### src/rtl/pipe_stage_reg.sv
// pipe_stage_reg: elastic valid/ready stage register with synchronous flush; skid entry built when `PIPE_STAGE_SKID_EN is defined.
// Latency: 1 cycle from input accept to o_valid/o_data; full throughput while i_ready=1.
// Backpressure: skid build registers o_ready and absorbs one beat after i_ready drops; default build o_ready = i_ready | ~o_valid.
module pipe_stage_reg #(
    parameter int unsigned      WIDTH       = 97,
    parameter logic [WIDTH-1:0] RESET_VALUE = '0
) (
    input  logic             i_clk,
    input  logic             i_rst_n,
    input  logic             i_flush,
    input  logic             i_valid,
    output logic             o_ready,
    input  logic [WIDTH-1:0] i_data,
    output logic             o_valid,
    input  logic             i_ready,
    output logic [WIDTH-1:0] o_data,
    output logic [1:0]       o_count
);

    logic             in_fire;
    logic             out_fire;
    logic             valid_q;
    logic             valid_d;
    logic [WIDTH-1:0] data_q;
    logic [WIDTH-1:0] data_d;

    assign in_fire  = i_valid & o_ready;
    assign out_fire = valid_q & i_ready;

`ifdef PIPE_STAGE_SKID_EN
    logic             skid_valid_q;
    logic             skid_valid_d;
    logic [WIDTH-1:0] skid_data_q;
    logic [WIDTH-1:0] skid_data_d;
    logic             ready_q;
    logic             ready_d;

    always_comb begin
        valid_d      = valid_q;
        data_d       = data_q;
        skid_valid_d = skid_valid_q;
        skid_data_d  = skid_data_q;
        if (i_flush) begin
            valid_d      = 1'b0;
            data_d       = RESET_VALUE;
            skid_valid_d = 1'b0;
            skid_data_d  = RESET_VALUE;
        end else if (out_fire && skid_valid_q) begin
            // o_ready is low here, so no new beat can arrive in the same cycle
            data_d       = skid_data_q;
            skid_valid_d = 1'b0;
        end else if (out_fire) begin
            valid_d = in_fire;
            if (in_fire) begin
                data_d = i_data;
            end
        end else if (in_fire) begin
            if (valid_q) begin
                skid_valid_d = 1'b1;
                skid_data_d  = i_data;
            end else begin
                valid_d = 1'b1;
                data_d  = i_data;
            end
        end
        // Registered copy of ~skid_valid keeps o_ready free of any i_ready path
        ready_d = ~skid_valid_d;
    end

    always_ff @(posedge i_clk or negedge i_rst_n) begin
        if (!i_rst_n) begin
            skid_valid_q <= 1'b0;
            skid_data_q  <= RESET_VALUE;
            ready_q      <= 1'b1;
        end else begin
            skid_valid_q <= skid_valid_d;
            skid_data_q  <= skid_data_d;
            ready_q      <= ready_d;
        end
    end

    assign o_ready = ready_q;
    assign o_count = {1'b0, valid_q} + {1'b0, skid_valid_q};
`else
    always_comb begin
        valid_d = valid_q;
        data_d  = data_q;
        if (i_flush) begin
            valid_d = 1'b0;
            data_d  = RESET_VALUE;
        end else if (in_fire) begin
            valid_d = 1'b1;
            data_d  = i_data;
        end else if (out_fire) begin
            valid_d = 1'b0;
        end
    end

    assign o_ready = i_ready | ~valid_q;
    assign o_count = {1'b0, valid_q};
`endif

    always_ff @(posedge i_clk or negedge i_rst_n) begin
        if (!i_rst_n) begin
            valid_q <= 1'b0;
            data_q  <= RESET_VALUE;
        end else begin
            valid_q <= valid_d;
            data_q  <= data_d;
        end
    end

    assign o_valid = valid_q;
    assign o_data  = data_q;

endmodule
### config.mk
export PLATFORM = sky130hd
export DESIGN_NAME = pipe_stage_reg
export DESIGN_NICKNAME = d
export VERILOG_FILES = /design/src/rtl/pipe_stage_reg.sv
export SDC_FILE = /design/constraint.sdc
export NUM_CORES = 1
export LEC_CHECK = 0
export CAP_MARGIN = 20
export CORE_AREA = 2 2 114 116
export DETAILED_ROUTE_END_ITERATION = 8
export DIE_AREA = 0 0 116 118
export PLACE_DENSITY = 0.76
export SYNTH_ARGS = -nofsm -noshare
export SYNTH_HDL_FRONTEND = slang
export SYNTH_SLANG_ARGS = --single-unit
export TNS_END_PERCENT = 10
### constraint.sdc
create_clock -name i_clk -period 1.1 [get_ports i_clk]
set_input_delay 0.22 -clock i_clk [delete_from_list [all_inputs] [get_ports i_clk]]
set_output_delay 0.22 -clock i_clk [all_outputs]
set_load 0.02 [all_outputs]
After elaboration in Yosys (flattened, before gate mapping):

Cells that the tools add are included.

* input port bits: 102
* word-level logic and storage cells: 13
* flip-flop bits (word level): 98
* output and inout port bits: 101

* muxes and demuxes: 5
* reductions and logical operators: 2
* bitwise logic cells: 4

Operators by type and width (number)
* $mux 97: 2
* $mux 1: 3
* $reduce_bool 3->1: 1
* $and 1x1->1: 2
* $reduce_bool 2->1: 1
* $not 1->1: 1
* $or 1x1->1: 1

Longest topological paths before layout:

Gate-level depths: netlist (run 1).

* word-level depth: 5
* mapped depth: 6
* gate-level depth less buffers: 3

Worst setup path after synthesis (run 1):

Ideal clock, no wire load.

* path type: register to register
* start: register valid_q (netlist: o_valid)
* end: register data_q[80] (netlist: o_data[80])
* path buffers: 3
* library setup time: 77 ps
* arrival time: 1250 ps
* path slack: -227 ps
* cell stages (with the launch flop): 7
* clock period less this slack: 1327 ps
* data required time: 1023 ps
* cells stage by stage: dfrtp_1 -> nand2b_4 -> buf_6 -> buf_6 -> buf_2 -> nand3_1 -> a21oi_1

* longest elaborated chain between the ends: 4

Ends and longest elaborated chain
* start: declaration: RTL line 22 `logic valid_q;`
* start signal: assignment: RTL line 108 `valid_q <= valid_d;`
* $not 1->1: RTL line 99 `assign o_ready = i_ready | ~valid_q;`
* $or 1x1->1: RTL line 99
* net o_ready: RTL line 12 `output logic o_ready,`
* $and 1x1->1: RTL line 27 `assign in_fire = i_valid & o_ready;`
* $reduce_bool 2->1 (no source line)
* end signal: assignment: RTL line 109 `data_q <= data_d;`
* end: declaration: RTL line 24 `logic [WIDTH-1:0] data_q;`

The timed path passes the listed nets, and every way through them passes these cells.
A chain may end at the register's enable or synchronous reset.

Worst setup path in the final report (run 1):

* start: register valid_q (netlist: o_valid)
* end: output o_ready

* longest elaborated chain between the ends: 2

Ends and longest elaborated chain (RTL line)
* $not 1->1: 99
* $or 1x1->1: 99
* end: declaration: 12

No other way between the ends.

==> results of run 1 <==
==> Yosys cell counts <==
master,number
buf_2,24
buf_1,3
a21bo_2,56
a21oi_1,98
buf_6,7
clkbuf_1,19
nand2b_4,1
conb_1,1
a21bo_1,41
dfrtp_1,98
nand3_1,97
buf_4,4
inv_1,1
==> registers in the layout (all words and copies together), names as in the netlist <==
register and count:
o_data 97, o_valid 1
==> worst max path at each step <==
stage / slack (ps) / from / endpoint
after floorplan: -100 / o_valid / o_data[47]
after global placement: -500 / i_ready / o_ready
after detailed placement: -510 / i_ready / o_ready
after CTS: -260 / o_valid / o_ready
after global routing: -280 / o_valid / o_ready
final: -240 / o_valid / o_ready
==> final cells by class <==
class	instances	area, um^2	area share (%)
Tap cell	172	215.2	2.905
Timing Repair Buffer	237	2317	31.28
Clock buffer	14	264.0	3.564
Inverter	1	3.754	0.05067
Multi-Input combinational cell	294	2155	29.08
Sequential cell	98	2454	33.12
==> kinds of logic after synthesis <==
group	share of synthesized area, %
AND/OR/NAND/NOR	10.55
buffers and inverters	6.663
other	0.07925
flip-flops	51.82
AO/OA/AOI/OAI	30.88
==> metal layers <==
| layer | track usage [%] | vias to the layer above |
|---|---|---|
| li1 | - | 1987 |
| met1 | 25.26 | 2121 |
| met2 | 30.63 | 157 |
| met3 | 4.892 | 20 |
| met4 | 7.515 | 0 |
| met5 | 0 | - |
==> report_power, final <==
part	switching (mW)	internal (mW)	total, mW
sequential	0.115	3.80	3.92
clock	1.27	1.64	2.91
combinational	0.995	1.03	2.02
==> timing repair <==
action                                 CTS  global route
pin swaps                                0            19
resized for setup                      447            84
setup endpoints to repair              198           197
cloned                                   2             5
hold buffers                             1             0
setup buffers                            7             0
endpoints found under the hold margin   17             0
==> worst max-delay path, cell delays in order (launching register included) <==
cell and delay (ps):
dfrtp_2 440, nand2b_4 110, buf_16 120, buf_8 100
==> results.toml, run 1 <==
[routing]
vias_per_cell = 5.251
antenna_left = 0
vias = 4285
wl_per_cell_um = 17.79
routed-wl-met3_um = 1075
dr.max_layer_used = "met4"
drt_iter0_markers = 241
wl_um = 14510
firstDrtPassIters = 4
wl_met2_um = 7165
m1WireLength_um = 5980
drcViolationCount = 0

[min_path]
whs_path_depth = 3
hp-start = "i_valid"
hold_class = "primary input to flip-flop"
hold_end = "o_data[96]"

[cts]
cts.clk_slew.worst_paths_ps = 70
clock-sinks = 98
htreeDepth = 3
cts_root_buf = "clkbuf_16"
cts_tree = "built"
clkLatencyLatePin_ps = 340
cts_buffer_depth = 2
numCtsBuffers = 9

[yosys]
yosysSeqAreaShare_pct = 51.82
ys_types = 13
ys_ff_latch = 98
synth_nets = 552
yosysWarnings = 0
synth_top_area_share_pct = 51.82
synth_top_cell_by_area = "dfrtp_1"
synth.area.top_cells = "dfrtp_1, a21bo_2, a21oi_1, nand3_1, a21bo_1"
netlist_area_um2 = 4732
synth_area_per_cell_um2 = 10.52
synthCells = 450

[finish]
stdcell_area_um2 = 7408
final_cells = 816
nFillCells = 1056
drive_gt1_share_pct = 39.29
diodes = 0
final_core_util_pct = 59.68
fin_nets = 743
mostFrequentLayoutCell = "clkdlybuf4s50_1"
area_growth_syn_to_layout_pct = 56.56
final_cell_mix = "clkdlybuf4s50_1, dfrtp_1, nand3_1"

[die]
num_rows = 41
fp.dieW_um = 116
core_area_um2 = 12410
die_area_um2 = 13690
io_pins = 203
die_h_um = 118
start_util_pct = 38.12

[global_route]
grt_pass1_wl_um = 21020
first_global_vias = 4127
antenna_found_initial = 0
overflow = 0
grt_max_degree = 65
grtUsageTotal_pct = 19.34

[critical_path]
r2r_cells = 5
r2r_end = "o_data[43]"
crit_type = "flip-flop to primary output"
reg2reg_from = "o_valid"
cp-start-kind = "flip-flop"
critPathMaxFanout = 3
crit_arrival_ps = 1120
timing.reg2reg.setup_slack_ps = -210
cp.required_ps = 880
cp-end-kind = "primary output"

[timing]
rsz0062_at_grt = "yes"
final.setup.tns_ps = -16650
finalHoldViolCount = 0
clock_skew_ps = 8.258
timing.fmax_ghz = 0.7458
period_needed_ps = 1341
fin_ws_ps = -240.8
final-setup-viol-count = 124
slew_violations = 0
finalCritPeriodShare_pct = 121.9
holdWs_ps = 218.9

[run_status]
status = "finished, violations left"
violations = "setup timing"

[power_and_ir_drop]
leakage_nw = 3.360
power_density_nw_per_um2 = 1195
ir_drop_mv = 0.5815
total_power_mw = 8.850

[placed_design]
dp_cells = 787
dpl.hpwl_um = 8781
gp_congestion = 0.7418
placed_area_um2 = 6913
io_buffers = 201
pre_cts_slack_ps = -514.9

[run]
maxCapViolations = 0
(Power assumes the default switching activity.)
==> run 2: changes to the inputs <==
Settings changed: CORE_AREA 2 2 114 116 to 2 2 127 104, DIE_AREA 0 0 116 118 to 0 0 129 106.
==> run 2 against run 1 <==
The run still ends with setup timing left. Utilization rose by 0.13 points. Via count fell by 0.54%. Clock power rose by 18%.
==> results.toml, run 2 (synthesized netlist as in run 1, its figures left out) <==
[cts]
clock-sinks = 98
cts.clk_slew.worst_paths_ps = 60
htreeDepth = 3
clkLatencyLatePin_ps = 350
cts_buffer_depth = 2
numCtsBuffers = 9
cts_tree = "built"
cts_root_buf = "clkbuf_16"

[finish]
final_cell_mix = "clkdlybuf4s50_1, dfrtp_1, nand3_1"
area_growth_syn_to_layout_pct = 58.57
mostFrequentLayoutCell = "clkdlybuf4s50_1"
final_cells = 819
final_core_util_pct = 59.81
diodes = 0
fin_nets = 741
drive_gt1_share_pct = 40.99
stdcell_area_um2 = 7503
largest_reg_flops = 97

[die]
io_pins = 203
die_area_um2 = 13670
fp.dieW_um = 129
die_h_um = 106
start_util_pct = 37.72
core_area_um2 = 12550
num_rows = 37

[routing]
drcViolationCount = 0
routed-wl-met3_um = 1115
m1WireLength_um = 6212
wl_um = 14670
vias_per_cell = 5.204
antenna_left = 0
wl_per_cell_um = 17.91
vias = 4262
dr.max_layer_used = "met4"
firstDrtPassIters = 4
wl_met2_um = 7108
drt_iter0_markers = 201

[power_and_ir_drop]
ir_drop_mv = 0.9890
power_density_nw_per_um2 = 1252
total_power_mw = 9.392
leakage_nw = 3.384

[placed_design]
gp_congestion = 0.7193
placed_area_um2 = 6869
dp_cells = 784
io_buffers = 201
dpl.hpwl_um = 8621

[critical_path]
crit_type = "flip-flop to primary output"
reg2reg_from = "o_valid"
cp-end-kind = "primary output"
cp-start-kind = "flip-flop"
crit_arrival_ps = 1110
r2r_cells = 5
critPathMaxFanout = 3
crit_path_end = "o_ready"
crit_start = "o_valid"
r2r_end = "o_data[1]"
cp.required_ps = 880
timing.reg2reg.setup_slack_ps = -210

[run]
maxCapViolations = 0

[timing]
fin_ws_ps = -228.7
slew_violations = 0
rsz0062_at_grt = "yes"
finalHoldViolCount = 0
clock_skew_ps = 4.613
final-setup-viol-count = 163
finalCritPeriodShare_pct = 120.8
period_needed_ps = 1329
timing.fmax_ghz = 0.7526

[run_status]
violations = "setup timing"
status = "finished, violations left"

[global_route]
grt_pass1_wl_um = 21190
antenna_found_initial = 0
grtUsageTotal_pct = 19.59
first_global_vias = 4078
grt_max_degree = 72
overflow = 0

[min_path]
hold_class = "primary input to flip-flop"
hp-start = "i_valid"
==> run 2: how the worst min path moves through the flow <==
stage                 endpoint  slack [ps]  cells past startpoint
detailed placement  o_data[29]          60                      1
finish              o_data[94]         220                      3
CTS                 o_data[94]         210                      3
global route        o_data[94]         230                      3
global placement    o_data[29]          60                      1
floorplan            o_data[0]         -80                      0
==> run 2: critical path, cell delays in order, from the launching register on <==
cell and delay [ps]:
dfrtp_2 430, nand2b_4 110, buf_12 120, buf_8 100
==> run 2: layout make-up <==
cell class	count	area, um^2
repair buffers	235	2316
flip-flops and latches	98	2454
multi-input cells	294	2190
clock inverters	4	75.07
clock buffers	12	246.5
inverters	1	3.754
well taps	175	219.0
fillers	1080	5042
==> run 2: repair_timing <==
| item | 4_1_cts | 5_1_grt |
|---|---|---|
| resized for setup | 465 | 85 |
| endpoints found under the setup margin | 197 | 198 |
| cloned | 2 | 6 |
| pin swaps | 0 | 21 |
| hold buffers | 1 | 0 |
| hold endpoints to repair | 98 | 0 |
| buffers inserted | 10 | 0 |
==> run 2: power breakdown <==
group | leakage [nW] | switching [mW] | total [mW] | internal [mW]
logic | 1.92 | 1.00 | 2.04 | 1.03
clock network | 0.149 | 1.38 | 3.43 | 2.06
registers | 1.31 | 0.119 | 3.92 | 3.80
total | 3.38 | 2.50 | 9.39 | 6.89
==> run 2: metrics by stage <==
step	setup WS (ps)	TNS, ps	hold slack, ps
3_5_place_dp	-417.4	-43560	61.08
5_1_grt	-264.2	-23990	226.9
6_report	-228.7	-16190	220.6
3_3_place_gp	-404.2	-40890	56.21
4_1_cts	-235.7	-20980	214.2
2_1_floorplan	-101.6	-8675	-75.59
==> run 2: metal layers <==
layer  GRT usage (%)  vias to the layer above
li1                -                     1983
met1           24.70                     2119
met2           31.44                      141
met3           6.844                       19
met4           6.522                        0
met5               0                        -
